### src/rtl/cpu_pkg.sv
// Shared CPU types for the multiply/divide sequencer and the control unit.
// Operation encoding, sequencer state and datapath width constants.
package cpu_pkg;

  localparam int XLEN  = 32;
  localparam int CNT_W = 5;

  typedef enum logic [1:0] {
    MD_MULTU = 2'b00,
    MD_MULT  = 2'b01,
    MD_DIVU  = 2'b10,
    MD_DIVS  = 2'b11
  } muldiv_op_t;

  typedef enum logic [1:0] {
    IDLE,
    RUN,
    FIXUP
  } md_state_t;

  // Unsigned magnitude of x; the most-negative value maps to itself,
  // which is its correct unsigned magnitude.
  function automatic logic [XLEN-1:0] md_mag(input logic [XLEN-1:0] x, input logic sgn);
    return (sgn && x[XLEN-1]) ? -x : x;
  endfunction

endpackage

### src/rtl/muldiv_datapath.sv
// Shift-add multiplier / restoring divider datapath with sign fix-up.
// Holds {hi,lo} working register; results are presented combinationally.
module muldiv_datapath
  import cpu_pkg::*;
(
  input  logic            clk,
  input  logic            rst,
  input  logic            load,
  input  logic            step,
  input  logic [1:0]      op,
  input  logic [XLEN-1:0] a,
  input  logic [XLEN-1:0] b,
  output logic [XLEN-1:0] res_hi,
  output logic [XLEN-1:0] res_lo
);

  muldiv_op_t          op_e;
  logic                is_sgn, is_div_in;
  logic [2*XLEN-1:0]   acc, acc_step, prod_neg;
  logic [XLEN-1:0]     dvs;
  logic                is_div, neg_lo, neg_hi;
  logic [XLEN:0]       sum, trial;

  assign op_e      = muldiv_op_t'(op);
  assign is_sgn    = (op_e == MD_MULT) || (op_e == MD_DIVS);
  assign is_div_in = (op_e == MD_DIVU) || (op_e == MD_DIVS);

  // Multiply adds into the upper half then shifts right (LSB-first);
  // divide shifts left and keeps the trial subtraction if it does not borrow.
  assign sum   = {1'b0, acc[2*XLEN-1:XLEN]} + ({1'b0, dvs} & {(XLEN+1){acc[0]}});
  assign trial = acc[2*XLEN-1:XLEN-1] - {1'b0, dvs};

  always_comb begin
    acc_step = acc;
    if (!is_div)
      acc_step = {sum, acc[XLEN-1:1]};
    else if (!trial[XLEN])
      acc_step = {trial[XLEN-1:0], acc[XLEN-2:0], 1'b1};
    else
      acc_step = {acc[2*XLEN-2:0], 1'b0};
  end

  always_ff @(posedge clk) begin
    if (rst) begin
      acc    <= '0;
      dvs    <= '0;
      is_div <= 1'b0;
      neg_lo <= 1'b0;
      neg_hi <= 1'b0;
    end else if (load) begin
      is_div <= is_div_in;
      dvs    <= md_mag(b, is_sgn);
      if (is_div_in && b == '0) begin
        // Divide-by-zero goes straight to fix-up with the final result preloaded.
        acc    <= {a, {XLEN{1'b1}}};
        neg_lo <= 1'b0;
        neg_hi <= 1'b0;
      end else begin
        acc    <= {{XLEN{1'b0}}, md_mag(a, is_sgn)};
        neg_lo <= is_sgn && (a[XLEN-1] ^ b[XLEN-1]);
        neg_hi <= is_sgn && is_div_in && a[XLEN-1];
      end
    end else if (step) begin
      acc <= acc_step;
    end
  end

  assign prod_neg = -acc;

  always_comb begin
    if (is_div) begin
      res_lo = neg_lo ? -acc[XLEN-1:0] : acc[XLEN-1:0];
      res_hi = neg_hi ? -acc[2*XLEN-1:XLEN] : acc[2*XLEN-1:XLEN];
    end else begin
      res_lo = neg_lo ? prod_neg[XLEN-1:0] : acc[XLEN-1:0];
      res_hi = neg_lo ? prod_neg[2*XLEN-1:XLEN] : acc[2*XLEN-1:XLEN];
    end
  end

endmodule

### src/rtl/muldiv_sequencer.sv
// Iterative MULT/MULTU/DIV/DIVU sequencer owning HI/LO; stalls dependent
// instructions while the 32-step loop runs.
module muldiv_sequencer
  import cpu_pkg::*;
(
  input  logic            clk,
  input  logic            rst,
  input  logic            start,
  input  logic [1:0]      op,
  input  logic [XLEN-1:0] a,
  input  logic [XLEN-1:0] b,
  input  logic            hilo_rd,
  input  logic            hi_we,
  input  logic            lo_we,
  input  logic [XLEN-1:0] wdata,
  output logic            busy,
  output logic            stall,
  output logic            done,
  output logic            dbz,
  output logic [XLEN-1:0] hi,
  output logic [XLEN-1:0] lo
);

  md_state_t        state, state_nxt;
  muldiv_op_t       op_e;
  logic [CNT_W-1:0] cnt;
  logic             load, step, fixup, div_zero;
  logic [XLEN-1:0]  res_hi, res_lo;

  assign op_e     = muldiv_op_t'(op);
  assign div_zero = ((op_e == MD_DIVU) || (op_e == MD_DIVS)) && (b == '0);

  always_ff @(posedge clk) begin
    if (rst) state <= IDLE;
    else     state <= state_nxt;
  end

  always_comb begin
    state_nxt = state;
    case (state)
      IDLE:    if (start) state_nxt = div_zero ? FIXUP : RUN;
      RUN:     if (cnt == '1) state_nxt = FIXUP;
      FIXUP:   state_nxt = IDLE;
      default: state_nxt = IDLE;
    endcase
  end

  always_comb begin
    load  = (state == IDLE) && start;
    step  = (state == RUN);
    fixup = (state == FIXUP);
    busy  = (state != IDLE);
    stall = busy && (start || hilo_rd || hi_we || lo_we);
  end

  // Start takes priority over MTHI/MTLO in IDLE; writes while busy are held off by stall.
  always_ff @(posedge clk) begin
    if (rst) begin
      cnt  <= '0;
      dbz  <= 1'b0;
      done <= 1'b0;
      hi   <= '0;
      lo   <= '0;
    end else begin
      done <= fixup;
      if (load) begin
        cnt <= '0;
        dbz <= div_zero;
      end else if (step) begin
        cnt <= cnt + 1'b1;
      end
      if (fixup) begin
        hi <= res_hi;
        lo <= res_lo;
      end else if (state == IDLE && !start) begin
        if (hi_we) hi <= wdata;
        if (lo_we) lo <= wdata;
      end
    end
  end

  assert property (@(posedge clk) disable iff (rst)
    !(state == IDLE && start && (hi_we || lo_we)));

  muldiv_datapath u_dp (
    .clk    (clk),
    .rst    (rst),
    .load   (load),
    .step   (step),
    .op     (op),
    .a      (a),
    .b      (b),
    .res_hi (res_hi),
    .res_lo (res_lo)
  );

endmodule

### config.mk
export PLATFORM = sky130hd
export DESIGN_NAME = muldiv_sequencer
export DESIGN_NICKNAME = d
export VERILOG_FILES = /design/src/rtl/cpu_pkg.sv /design/src/rtl/muldiv_datapath.sv /design/src/rtl/muldiv_sequencer.sv
export SDC_FILE = /design/constraint.sdc
export NUM_CORES = 1
export LEC_CHECK = 0
export CAP_MARGIN = 5
export CORE_UTILIZATION = 27
export DETAILED_ROUTE_END_ITERATION = 8
export SETUP_SLACK_MARGIN = 0.5
export SLEW_MARGIN = 10
export SYNTH_ARGS = -nofsm -noshare
export SYNTH_HDL_FRONTEND = slang
export SYNTH_SLANG_ARGS = --single-unit
export TNS_END_PERCENT = 1
### constraint.sdc
create_clock -name clk -period 4.7 [get_ports clk]
set_clock_uncertainty 0.15 [all_clocks]
set_input_delay 0.47 -clock clk [delete_from_list [all_inputs] [get_ports clk]]
set_output_delay 0.47 -clock clk [all_outputs]
set_load 0.01 [all_outputs]
# [Word-level counts from Yosys, hierarchy flattened]
# Cells that the tools add are included.
[word_totals] latch_bits=0 in_bits=104 out_inout_bits=68 rom_bits=0 mem_count=0 ram_bits=0 reg_bits=172
[op_classes] eq_ne=8 add_sub_neg=8 bitwise_logic=2 div_mod_pow=0 mul=0 n_lt_le_gt_ge=0 shift=0 n_reduce_logical=26 n_mux=25
[op_table] cell="$mux W32" n=14
[op_table] cell="$mux W64" n=5
[op_table] cell="$neg A32 Y32" n=4
[op_table] cell="$neg A64 Y64" n=1
[op_table] cell="$add A32 B33 Y33" n=1
[op_table] cell="$and A32 B33 Y33" n=1
[op_table] cell="$sub A33 B32 Y33" n=1
[op_table] cell="$logic_not A32 Y1" n=1
[op_table] cell="$reduce_bool A2 Y1" n=5
[op_table] cell="$logic_and A1 B1 Y1" n=9
[op_table] cell="$eq A2 B2 Y1 const B" n=3
[op_table] cell="$mux W2" n=3
[op_table] cell="$reduce_and A2 Y1" n=3
[op_table] cell="$add A5 B1 Y5 const B" n=1
[op_table] cell="$eq A5 B5 Y1 const B" n=1
[op_table] cell="$logic_or A1 B1 Y1" n=5
[op_table] cell="$eq A2 B1 Y1 const B" n=2
[op_table] cell="$pmux W2 S2" n=1
[op_table] cell="$logic_not A2 Y1" n=1
[op_table] cell="$mux W1" n=2
[op_table] cell="$ne A2 B1 Y1 const B" n=1
[op_table] cell="$ne A2 B2 Y1 const B" n=1
[op_table] cell="$reduce_or A2 Y1" n=1
[op_table] cell="$logic_not A1 Y1" n=1
[op_table] cell="$xor A1 B1 Y1" n=1

# [Longest topological paths before layout]
[depth] depth_word=6 ltp_mapped=16 mapped_depth_nobuf=12

# [By module]
# A second synthesis with hierarchy kept.
[unflattened] hier_cells=1896 area_unflattened_um2=14438.8
[by_module_without_submodules] mod="muldiv_datapath" n_inst=1 cells_each=1555 area_each_um2=11131.9 seq_area_each_um2=1981.9
[by_module_without_submodules] mod="muldiv_sequencer" n_inst=1 cells_each=341 area_each_um2=3306.9 seq_area_each_um2=1461.4

# [Least setup slack after synthesis]
# OpenSTA, ideal clock, no wires.
[synth_path] kind="flip-flop to flip-flop" startpoint="register u_dp.acc[31]" endpoint="register u_dp.acc[62]" period_less_slack_ns=3.616 path_buffers=4 stages_incl_launch_ff=16 setup_ns=0.120 slack_ns=1.084 t_arrival_ns=3.346 cell_sequence="dfxtp_1 clkbuf_1 inv_1 ha_1 fa_1 nand2b_1 a21oi_1 o2111ai_1 a211oi_1 nor3_1 nor4bb_1 buf_2 buf_4 buf_4 a21oi_1 a211o_1"
[synth_between] elab_chain_cells=5
[synth_rtl] element="start, declared" line_no="muldiv_datapath.sv:19" rtl="logic [2*XLEN-1:0] acc, acc_step, prod_neg;"
[synth_rtl] element="start signal, assigned" line_no="muldiv_datapath.sv:55" rtl="acc <= {a, {XLEN{1'b1}}};"
[synth_rtl] element="start signal, assigned" line_no="muldiv_datapath.sv:59" rtl="acc <= {{XLEN{1'b0}}, md_mag(a, is_sgn)};"
[synth_rtl] element="start signal, assigned" line_no="muldiv_datapath.sv:64" rtl="acc <= acc_step;"
[synth_rtl] element="$sub A33 B32 Y33" line_no="muldiv_datapath.sv:31" rtl="assign trial = acc[2*XLEN-1:XLEN-1] - {1'b0, dvs};"
[synth_rtl] element="$mux W64" line_no="muldiv_datapath.sv:37" rtl="else if (!trial[XLEN])"
[synth_rtl] element="$mux W64" line_no="muldiv_datapath.sv:35" rtl="if (!is_div)"
[synth_rtl] element="$mux W64" line_no="muldiv_datapath.sv:63" rtl="end else if (step) begin"
[synth_rtl] element="$mux W64" line_no="muldiv_datapath.sv:50" rtl="end else if (load) begin"
# No other way between the ends. The select of a mux whose other input is x is not followed.
# A chain may end at the register's enable or synchronous reset.

# [Final worst setup path]
[layout_path] startpoint="register u_dp.acc[0]" endpoint="register u_dp.acc[61]"
[layout_between] elab_chain_cells=5
[layout_rtl] element="$and A32 B33 Y33" line_no="muldiv_datapath.sv:30" rtl="assign sum = {1'b0, acc[2*XLEN-1:XLEN]} + ({1'b0, dvs} & {(XLEN+1){acc[0]}});"
[layout_rtl] element="$add A32 B33 Y33" line_no="muldiv_datapath.sv:30"
[layout_rtl] element="$mux W64" line_no="muldiv_datapath.sv:35"
[layout_rtl] element="$mux W64" line_no="muldiv_datapath.sv:63"
[layout_rtl] element="$mux W64" line_no="muldiv_datapath.sv:50"
# No other way between the ends. The select of a mux whose other input is x is not followed.

==> metrics.md <==
| Metric | Value |
|---|---|
| Clock buffer depth | `2` |
| Worst slew pin tran | `1.19 ns` |
| Effective utilization at floorplan | `0.273` |
| Primary flip-flop cell chosen by synthesis mapping | `sky130_fd_sc_hd__dfxtp_1` |
| Routed wire length | `56400 um` |
| Synth warnings | `0` |
| CP dominant cell by count | `sky130_fd_sc_hd__a21oi_1` |
| Kind of capture point of the worst setup path | `flop` |
| Final weighted congestion in routability-driven placement | `between 0.9 and 1` |
| Placed wire-length estimate after detailed placement | `about 44000 um` |
| Number of global-route vias before repair | `approximately 14k` |
| Fin crit share | `0.877` |
| Post-synthesis register bit count | `~170` |
| Internal portion of total power | `between 0.003 and 0.004 W` |
| Logic pwr share | `0.385` |
| # diodes | `0` |
| Most numerous cell in the Yosys netlist | `sky130_fd_sc_hd__nor2_1` |
| Portion of total power attributed to sequential cells | `0.328` |
| Achievable clock frequency | `around 240 MHz` |
| CP startpoint | `u_dp.acc[0]` |
| Crit path max fanout | `24` |
| Kind of cell adding the most delay to the critical path | `compound AO/OA/AOI/OAI gates` |
| Maximum number of pins on one net before global-route repair | `115` |
| Crit path buf inv count | `2` |
| Cell Rows | `85` |
| Worst-path clk slew | `roughly 0.080 ns` |
| Gate count after technology mapping | `~2k` |
| Startpoint type of the worst setup path | `flop` |
| DIE AREA | `approximately 55000 um2` |
| Power per cell area | `296 nW/um2` |
| Fill cells | `roughly 5.7k` |
| Antenna violations before repair | `0` |
| I/O pin total | `172` |
| Data arrival time at the worst-slack endpoint | `~4.3 ns` |
| Post-route minimum period | `roughly 4 ns` |
| Share of final-layout standard cells stronger than drive strength 1 | `0.0532` |
| Total clock sinks | `between 150 and 200` |
| Synth area leaders | `sky130_fd_sc_hd__dfxtp_1, sky130_fd_sc_hd__mux2i_1, sky130_fd_sc_hd__xnor2_1` |
| Portion of total power attributed to the clock network | `0.287` |
| Dominant cell type by area after synthesis | `sky130_fd_sc_hd__dfxtp_1` |
| Run status | `finished, final reports clean` |
| Area growth, synth to finish | `20.4%` |
| Worst flop-to-flop path startpoint | `u_dp.acc[0]` |
| Peak supply drop | `between 0.2 and 0.3 mV` |
| Stage delay of the slowest cell on the critical path | `between 0.5 and 0.6 ns` |
| Cts bufs inserted | `17` |
| CORE AREA | `53700 um2` |
| Hold_buf cts | `0` |
| Via/cell ratio | `between 5 and 6` |
| Required arrival time at the worst endpoint | `~4.9 ns` |
| Wire length of the first global-routing pass | `between 80000 and 90000 um` |
| Final core utilization | `0.329` |
| Max-capacitance violation count | `0` |
| Unrepaired setup endpoints after global routing | `true` |
| CTS H-tree depth | `4` |
| Crit Path Class | `flop to flop` |
| Count of port buffers added during placement | `171` |
| Clock tree from TritonCTS | `yes` |
| Number of endpoints with negative hold slack in the final report | `0` |
| Top cells by count, synth | `sky130_fd_sc_hd__nor2_1, sky130_fd_sc_hd__a21oi_1, sky130_fd_sc_hd__dfxtp_1` |
| Gr usage total | `0.199` |
| Hold path start | `u_dp.dvs[20]` |
| Mapped Nets | `roughly 2.1k` |
| Count of antenna-violating nets left after detailed routing | `0` |
| Share of Yosys cell area claimed by the top area cell type | `0.235` |
| Cell with the largest stage delay on the worst path | `sky130_fd_sc_hd__a2111oi_0` |
| Overall via count from detail_route | `roughly 15k` |
| Root cell of the clock tree | `sky130_fd_sc_hd__clkbuf_16` |
| Number of remaining DRC errors | `0` |
| Max-slew headroom at the worst pin | `0.205` |
| Number of enable flip-flop cells after synthesis | `0` |
| Horizontal extent of the die | `between 200 and 250 um` |
| Setup violations, final | `0` |
| Count of unique library cells instantiated by Yosys | `80` |
| Switching Power | `~0.0020 W` |
| Path class of the lowest-slack min-delay path | `flop to flop` |
| FF-to-FF setup slack | `between 0.5 and 0.6 ns` |
| Fraction of registers with async set or reset after synthesis | `0` |
| Static leakage | `between 6 and 7 nW` |
| Setup_tns | `0 ns` |
| Post-synthesis instance area | `between 10000 and 15000 um2` |
| Final Net Count | `between 2k and 2.5k` |
| WL per Instance | `20.4 um` |
| Floorplan die height | `between 200 and 250 um` |
| GR Overflow Total | `0` |
| Fin. max-slew vios | `0` |
| Switching fraction of total power | `0.389` |
| Number of DRC markers after the initial detailed-route iteration | `between 1.5k and 2k` |
| Clk Latency, worst-skew pair | `~0.47 ns` |
| Sequence of cells on the critical path | `inv_1 -> buf_12 -> nor2_1 -> ha_1 -> and3_1 -> or3b_2 -> a2111oi_0 -> or3_1 -> a21oi_1 -> o31ai_1 -> mux2_2 -> a311oi_1 -> a21oi_1` |
| Sequential fraction of the synthesis area | `0.235` |
| Length of the first detailed-routing pass in iterations | `5` |
| Synth Area per Inst | `~7.5 um2` |
## state kept, by name, indices dropped and copies added, names as in the netlist
register     count
state            2
u_dp.neg_hi      1
dbz              1
hi              32
done             1
u_dp.dvs        32
u_dp.neg_lo      1
u_dp.acc        64
cnt              5
lo              32
u_dp.is_div      1
## power groups by stage
stage                     Sequential, W  Combinational, W  Clock, W
after global placement          0.00174           0.00196         0
after detailed placement        0.00174           0.00197         0
after CTS                       0.00171           0.00198   0.00153
final                           0.00171           0.00201   0.00150
after floorplan                 0.00168           0.00134         0
after global routing            0.00173           0.00218   0.00158
## what timing repair did
item                       4_1_cts  5_1_grt
setup buffers                    0        0
cloned                           0        0
setup endpoints to repair        6       10
gates resized for setup          1        2
## cell type report
type / instances / area, um2 / area share
Clock buffer: 19 / 443 / 0.0251
Clock inverter: 13 / 154 / 0.00871
Inverter: 64 / 240 / 0.0136
Multi-Input combinational cell: 1590 / 10500 / 0.593
Sequential cell: 172 / 3450 / 0.195
Tap cell: 696 / 871 / 0.0493
Timing Repair Buffer: 209 / 2030 / 0.115
## tightest hold or removal path, cell delays in order, from the launching register on
cell and delay (ns):
sky130_fd_sc_hd__dfxtp_1 0.31, sky130_fd_sc_hd__nand2_1 0.05, sky130_fd_sc_hd__a21oi_1 0.05
## metal layers
metal  up-vias  wire length (um)  global-route usage
li1       7309                 -                   -
met1      7167             26100               0.279
met2       567             25400               0.315
met3        65              3760              0.0291
met4         0              1160              0.0548
met5         -                 0                   0
## kinds of logic after synthesis
kind of cell | Yosys count | synth area share
flops | 172 | 0.235
compound gates | 599 | 0.261
fa+ha+maj | 72 | 0.0624
buf+inv | 201 | 0.0543
mux | 118 | 0.0811
simple gates | 634 | 0.206
xor+xnor | 167 | 0.0997
## cells in the final DEF (no fill, tap or decap), drive strengths merged, types with 69 or more instances in the layout
cell type      count
nor2             244
a21oi            184
dfxtp            172
clkdlybuf4s50    170
nand2            135
o21ai            124
xnor2            116
mux2i            111
a211oi           103
nor3              73
ha                70
inv               69
## stage by stage
step / cells / hold slack (ns) / power (W) / setup slack, ns / cell area (um2)
4_1_cts: 2763 / 0.308 / 0.00522 / 0.549 / 17700
3_3_place_gp: 2731 / 0.292 / 0.00369 / 0.500 / 17100
2_1_floorplan: 1963 / 0.282 / 0.00302 / 1.08 / 14700
5_1_grt: 2763 / 0.342 / 0.00548 / 0.495 / 17700
3_5_place_dp: 2731 / 0.300 / 0.00371 / 0.447 / 17100
6_report: 2763 / 0.306 / 0.00522 / 0.580 / 17700
## final timing paths
check / to / cells past startpoint
worst max-delay path: u_dp.acc[61] / 13
worst max register to register: u_dp.acc[61] / 13
worst min-delay path: u_dp.dvs[20] / 2
worst min register to register: u_dp.dvs[20] / 2
No activity file was read; power rests on OpenSTA's default activity.
